$ cat config.mk
export PLATFORM = sky130hd
export DESIGN_NAME = key_conditioner
export DESIGN_NICKNAME = d
export VERILOG_FILES = /design/src/rtl/key_conditioner.sv
export SDC_FILE = /design/constraint.sdc
export NUM_CORES = 1
export LEC_CHECK = 0
export CAP_MARGIN = 0
export CORE_UTILIZATION = 40
export DETAILED_ROUTE_END_ITERATION = 16
export MAX_ROUTING_LAYER = met4
export PLACE_DENSITY = 0.63
export RECOVER_POWER = 100
export SYNTH_ARGS = -nofsm -noshare
export SYNTH_HDL_FRONTEND = slang
export SYNTH_SLANG_ARGS = --single-unit
export TNS_END_PERCENT = 20
$ cat constraint.sdc
create_clock -name clk -period 1.9 [get_ports clk]
set_input_delay 0.38 -clock clk [delete_from_list [all_inputs] [get_ports clk]]
set_output_delay 0.38 -clock clk [all_outputs]
set_load 0.02 [all_outputs]
$ cat src/rtl/key_conditioner.sv
// key_conditioner: push-button front end.
// Synchronizes, debounces and edge-detects KEY_WIDTH raw mechanical keys.
// It produces clean levels, one-cycle press/release pulses and the index of
// the lowest-numbered pressed key.
// Optional long-press detection is enabled by defining the macro
// KEY_CONDITIONER_LONG_PRESS_EN. With the macro undefined, key_long is tied to 0.
module key_conditioner #(
    parameter int KEY_WIDTH       = 4,
    parameter int DEBOUNCE_CYCLES = 1000000,
    parameter int CNT_WIDTH       = 20,
    parameter int ACTIVE_LOW      = 1,
    parameter int CODE_WIDTH      = 2
`ifdef KEY_CONDITIONER_LONG_PRESS_EN
    ,
    parameter int LONG_CYCLES     = 50000000
`endif
) (
    input  logic                  clk,
    input  logic                  rst,
    input  logic [KEY_WIDTH-1:0]  key_raw,
    output logic [KEY_WIDTH-1:0]  key_level,
    output logic [KEY_WIDTH-1:0]  key_press,
    output logic [KEY_WIDTH-1:0]  key_release,
    output logic                  key_any,
    output logic [CODE_WIDTH-1:0] key_code,
    output logic [KEY_WIDTH-1:0]  key_long
);

    // Inverting mask so that a normalized bit of 1 always means "pressed"
    localparam logic [KEY_WIDTH-1:0] INV_MASK =
        (ACTIVE_LOW != 0) ? {KEY_WIDTH{1'b1}} : {KEY_WIDTH{1'b0}};
    localparam logic [CNT_WIDTH-1:0] CNT_LAST = CNT_WIDTH'(DEBOUNCE_CYCLES - 1);

    logic [KEY_WIDTH-1:0] key_norm;
    logic [KEY_WIDTH-1:0] sync_meta;
    logic [KEY_WIDTH-1:0] sync_out;
    logic [CNT_WIDTH-1:0] cnt [KEY_WIDTH];

    assign key_norm = key_raw ^ INV_MASK;

    // Two-flop synchronizer per key; reset loads the released value
    always_ff @(posedge clk) begin
        if (rst) begin
            sync_meta <= '0;
            sync_out  <= '0;
        end else begin
            sync_meta <= key_norm;
            sync_out  <= sync_meta;
        end
    end

    // Per-key debounce: count consecutive samples that disagree with the level and accept on the last one
    always_ff @(posedge clk) begin
        if (rst) begin
            key_level   <= '0;
            key_press   <= '0;
            key_release <= '0;
            for (int i = 0; i < KEY_WIDTH; i++) begin
                cnt[i] <= '0;
            end
        end else begin
            for (int i = 0; i < KEY_WIDTH; i++) begin
                key_press[i]   <= 1'b0;
                key_release[i] <= 1'b0;
                if (sync_out[i] == key_level[i]) begin
                    cnt[i] <= '0;
                end else if (cnt[i] == CNT_LAST) begin
                    key_level[i]   <= sync_out[i];
                    key_press[i]   <= sync_out[i];
                    key_release[i] <= ~sync_out[i];
                    cnt[i]         <= '0;
                end else begin
                    cnt[i] <= cnt[i] + CNT_WIDTH'(1);
                end
            end
        end
    end

    assign key_any = |key_level;

    // Priority encoder: scan downward so the lowest pressed index is the last to write
    always_comb begin
        key_code = '0;
        for (int i = KEY_WIDTH - 1; i >= 0; i--) begin
            if (key_level[i]) begin
                key_code = CODE_WIDTH'(i);
            end
        end
    end

`ifdef KEY_CONDITIONER_LONG_PRESS_EN
    localparam int LONG_W = $clog2(LONG_CYCLES + 1);
    localparam logic [LONG_W-1:0] LONG_MAX  = LONG_W'(LONG_CYCLES);
    localparam logic [LONG_W-1:0] LONG_PRE  = LONG_W'(LONG_CYCLES - 1);

    logic [LONG_W-1:0] long_cnt [KEY_WIDTH];

    // Hold-time counter per key: saturates at LONG_CYCLES and pulses once on arrival
    always_ff @(posedge clk) begin
        if (rst) begin
            key_long <= '0;
            for (int i = 0; i < KEY_WIDTH; i++) begin
                long_cnt[i] <= '0;
            end
        end else begin
            for (int i = 0; i < KEY_WIDTH; i++) begin
                key_long[i] <= 1'b0;
                if (!key_level[i]) begin
                    long_cnt[i] <= '0;
                end else if (long_cnt[i] != LONG_MAX) begin
                    long_cnt[i] <= long_cnt[i] + LONG_W'(1);
                    key_long[i] <= (long_cnt[i] == LONG_PRE);
                end
            end
        end
    end
`else
    assign key_long = '0;
`endif

endmodule
* Word-level counts from Yosys, hierarchy flattened
Memory sizes are Yosys's and may differ from the RTL's. Cells that the tools add are included. W data, S select, Z words.
Operators by class: $add $sub $neg 4, equality and inequality tests 8, multiplexer cells 62, bitwise operators 25, reductions and logical operators 9
Operators with widths (number):
- $mux W20 | 12
- $add A20 B1 Y20 const B | 4
- $eq A20 B20 Y1 const B | 4
- $mux W1 | 46
- $not A1 Y1 | 12
- $or A1 B1 Y1 | 12
- $reduce_or A3 Y1 | 4
- $mux W2 | 4
- $reduce_and A2 Y1 | 4
- $eq A1 B1 Y1 | 4
- $not A4 Y4 | 1
- $reduce_or A4 Y1 | 1
Word-level totals: bits in registers 20, RAM bits 80, input port bits 6, output and inout bits 19, word-level logic and storage cells 123, memories kept 1
Memories:
- cnt | words 4, bits a word 20, rd ports 4, clocked after memory_dff 0, wr ports 4, RTL line 37 | logic [CNT_WIDTH-1:0] cnt [KEY_WIDTH];

* Depth between registers and ports, before layout
An unclocked memory read counts as a cell.
depth after elaboration 8, gate-level depth with buffers 7, mapped depth without buffers 5

* Worst setup path after synthesis
No wires, ideal clock.
path type flip-flop to flip-flop, start point memory cnt[2][0], end point memory cnt[2][1] (data pin), setup time 255 ps, arrival time 1620 ps, data required time 1645 ps, setup slack 25 ps, stages on the path, launching flop included 7, path buffers 1, clock period less this slack 1875 ps, path through edfxtp_1 ha_1 nand3_4 or2_1 buf_6 or3_4 and3_1
RTL lines (RTL line):
- from (decl) | 37

* Worst setup path in the final report
start point register key_level[2], end point output key_level[2]
RTL lines:
- from (decl) | RTL line 21 | output logic [KEY_WIDTH-1:0] key_level,
- from (signal, indexed assignment) | RTL line 68 | key_level[i] <= sync_out[i];
No word-level cell between the ends.

==> qor.yml <==
r2r_cells: 5
synth_cell_types: 50
synth_largest_area_cell: "edfxtp_1"
reg2reg_to: "key_level[1]"
holdBufCountCts: 0
worst_setup_path_start_kind: "register"
worst-path-max-fanout: 3
grt_pass1_vias: 3761
vias: 4053
r2r_slack_ns: 0.07
seqCellArea_sq_mm: 0.00280
dieArea_sq_mm: 0.0138
grtUsageMet1: 0.203
portBuffers: 20
place_congestion: 0.841
dr.pass1.iters: 6
antenna_found_initial: 0
yosysWarnings: 0
fmax_mhz: 547
synth.avg_cell_area_sq_um: 10.6
grt_start_max_net_pins: 21
avgRoutedWirePerCell_microns: 12.2
worstHoldStart: "sync_meta[2]"
crit_path_max_incr_delay_ns: 0.62
ioPinCount: 25
synth-edff-count: 80
cts.sinks: 100
syn_inst: 504
slowest_stage: "clkdlybuf4s50_1"
nNetsFinal: 666
fin_crit_ns: 1.83
die_h_microns: 117
synth_sequential_area_ratio: 0.526
maxSlewHeadroom: 0.609
crit_arrival_ns: 1.45
drc: 0
cts_tree: "yes"
cellLeakagePower_nw: 2.38
nFillCells: 1226
vdd_drop_max_uv: 590
period_share: 0.962
drive_gt1_frac: 0.135
critPathRequiredTime_ns: 1.52
hold_path.class: "reg -> reg"
clk_path_buf_depth: 2
met2_usage: 0.252
worst-path-buf-inv: 2
rsz0062_at_grt: "true"
hold_violations: 0
skew_ns: 0.00578
critPathKind: "reg -> out"
dp_hpwl_mm: 7.71
htreeDepth: 3
clk_pin_slew_ns: 0.06
cts_root_buffer: "clkbuf_16"
start_util: 0.416
ys_ff_latch: 100
overflow: 0
viasPerCell: 4.87
num_antenna_cells: 0
drt_iter0_drc: 275
finalSetupTns_ns: 0
drtAntennaViolNets: 0
multi_input_area_sq_mm: 0.00269
use_met3: 0.0446
core-area_sq_mm: 0.0128
hold_slack_ns: 0.437
die_x_microns: 117
whs_endpoint: "sync_out[2]"
final_max_slew_viol_count: 0
rows: 41
place_ws_ns: -0.0128
async_reset_ff_frac: 0
cts_buffers: 9
worst_slack_ns: 0.0718
grt_pass1_wl_mm: 17.4
drv_cap: 0
hold_depth: 1
worstSkewPairLatency_ns: 0.35
outcome: "finished clean"
power.density_mw_per_mm2: 675
netlist.area_leader.share: 0.451
routed_wl_mm: 10.2
synth_flop_cell: "edfxtp_1"
netlist_top_cells_area: "edfxtp_1, dfxtp_1, xnor2_1"
track_usage: 0.161
post_cts_buffers: 0
syn_area_sq_mm: 0.00533
setup.worst_path.start: "key_level[2]"
worstPathCellList: "buf_4 -> clkdlybuf4s50_1"
r2r-start: "cnt[1][12]"
setup_viol: 0
top_usage_layer: "met2"
tightest_slew_ns: 0.587
path_delay_family: "buffers and inverters"
syn2layout_area_growth_pct: 24.2
cp-end-kind: "output pin"
## timing repair
item	4_1_cts	5_1_grt
pin swaps	0	1
endpoints found under the hold margin	0	0
setup endpoints to repair	26	26
gates cloned	0	0
gates resized for setup	7	6
## flip-flops by register name, indices dropped and copies added, names as in the netlist
signal,flops
cnt,80
key_level,4
key_release,4
key_press,4
sync_meta,4
sync_out,4
## Yosys cell counts (2+ instances only)
| master | n |
|---|---|
| xnor2_1 | 44 |
| edfxtp_1 | 80 |
| buf_6 | 2 |
| nor4b_1 | 13 |
| buf_2 | 7 |
| a21oi_1 | 13 |
| inv_1 | 11 |
| or3_1 | 3 |
| nand4_2 | 3 |
| nor2_1 | 87 |
| buf_4 | 4 |
| o21ai_2 | 3 |
| clkbuf_1 | 3 |
| mux2i_1 | 3 |
| nand2_1 | 23 |
| o221ai_1 | 4 |
| dfxtp_1 | 20 |
| nor4b_2 | 2 |
| nor2b_1 | 5 |
| or4_1 | 3 |
| clkbuf_2 | 2 |
| or2_2 | 2 |
| a31o_2 | 2 |
| nor4_1 | 14 |
| o31ai_1 | 4 |
| ha_1 | 4 |
| nor4_2 | 2 |
| and3_1 | 16 |
| xor2_1 | 17 |
| or4b_1 | 3 |
| o21ai_0 | 7 |
| nand3_1 | 26 |
| conb_1 | 2 |
| nand2b_1 | 4 |
| nor3b_1 | 4 |
| nand4_1 | 24 |
| and4_1 | 6 |
| nor3_1 | 20 |
## final cells by class
type,instances,share of cell area
clock buffer,11,0.0367
clock inverter,4,0.00397
inverter,11,0.00623
multi-input combinational,456,0.407
sequential,100,0.423
tap,172,0.0325
timing repair buffer,78,0.0909
## cell usage in the layout (no fill, tap or decap), types with 3 or more instances in the layout
cell type        synthesis  layout
clkbuf_1                 3       7
or4_1                    3       3
xnor2_1                 44      44
a21oi_1                 13      13
nor2_1                  87      87
or3_1                    3       4
nor2b_1                  5       5
xor2_1                  17      17
nand2_1                 23      23
dlygate4sd2_1            0       5
clkbuf_16                0       9
clkdlybuf4s50_1          0       6
or4b_1                   3       3
nor4b_2                  2       6
mux2i_1                  3       3
nor4_1                  14      14
buf_4                    4      40
o21ai_2                  3       3
clkbuf_2                 2       6
o221ai_1                 4       4
nand4_2                  3       3
nor3_1                  20      20
dfxtp_1                 20      20
ha_1                     4       4
nand3_1                 26      26
inv_1                   11      11
nand2b_1                 4       4
conb_1                   2      84
nor3b_1                  4       3
nor4b_1                 13      10
nand4_1                 24      24
dlygate4sd3_1            0       8
clkbuf_4                 0       6
and4_1                   6       6
o31ai_1                  4       4
o21ai_0                  7       6
edfxtp_1                80      80
and3_1                  16      16
## per-stage QoR
| stage | power (W) | util | instances | area [sq um] |
|---|---|---|---|---|
| final | 0.00447 | 0.516 | 832 | 6620 |
| after global routing | 0.00465 | 0.516 | 832 | 6620 |
| after CTS | 0.00454 | 0.520 | 832 | 6670 |
| after detailed placement | 0.00283 | 0.498 | 817 | 6390 |
| after global placement | 0.00282 | 0.498 | 817 | 6390 |
| after floorplan | 0.00273 | - | 586 | 5640 |
## power by group
group	leakage, nW	internal (W)	switching (W)
logic	1.26	0.000119	0.000141
registers	0.988	0.00244	0.0000798
clock network	0.131	0.000914	0.000773
## cell families (layout without fill, tap and decap cells)
logic type | after synthesis | after routing | share of synthesized area
and+or+nand+nor | 270 | 270 | 0.288
DFF | 100 | 100 | 0.526
xor gates and xnor gates | 61 | 61 | 0.100
AOI/OAI and AO/OA | 34 | 34 | 0.0406
buffers and inverters | 30 | 104 | 0.0289
adders and majority gates | 4 | 4 | 0.00939
muxes | 3 | 3 | 0.00563
other | 2 | 84 | 0.00141
## how the worst max path moves through the flow
stage	endpoint	cells after the start
6_report	key_level[2]	2
3_5_place_dp	cnt[3][6]	6
5_1_grt	cnt[1][17]	5
4_1_cts	key_level[3]	2
2_1_floorplan	cnt[2][1]	6
3_3_place_gp	cnt[3][18]	6
## metal layers
metal  routed length (microns)  vias to the layer above  share of wire
met1                      4890                     1908           0.48
met2                      4800                       52           0.47
met5                         0                        -              0
met4                       144                        0          0.014
li1                          -                     2079              -
met3                       343                       14          0.034
Power figures use the tool's default switching activity.
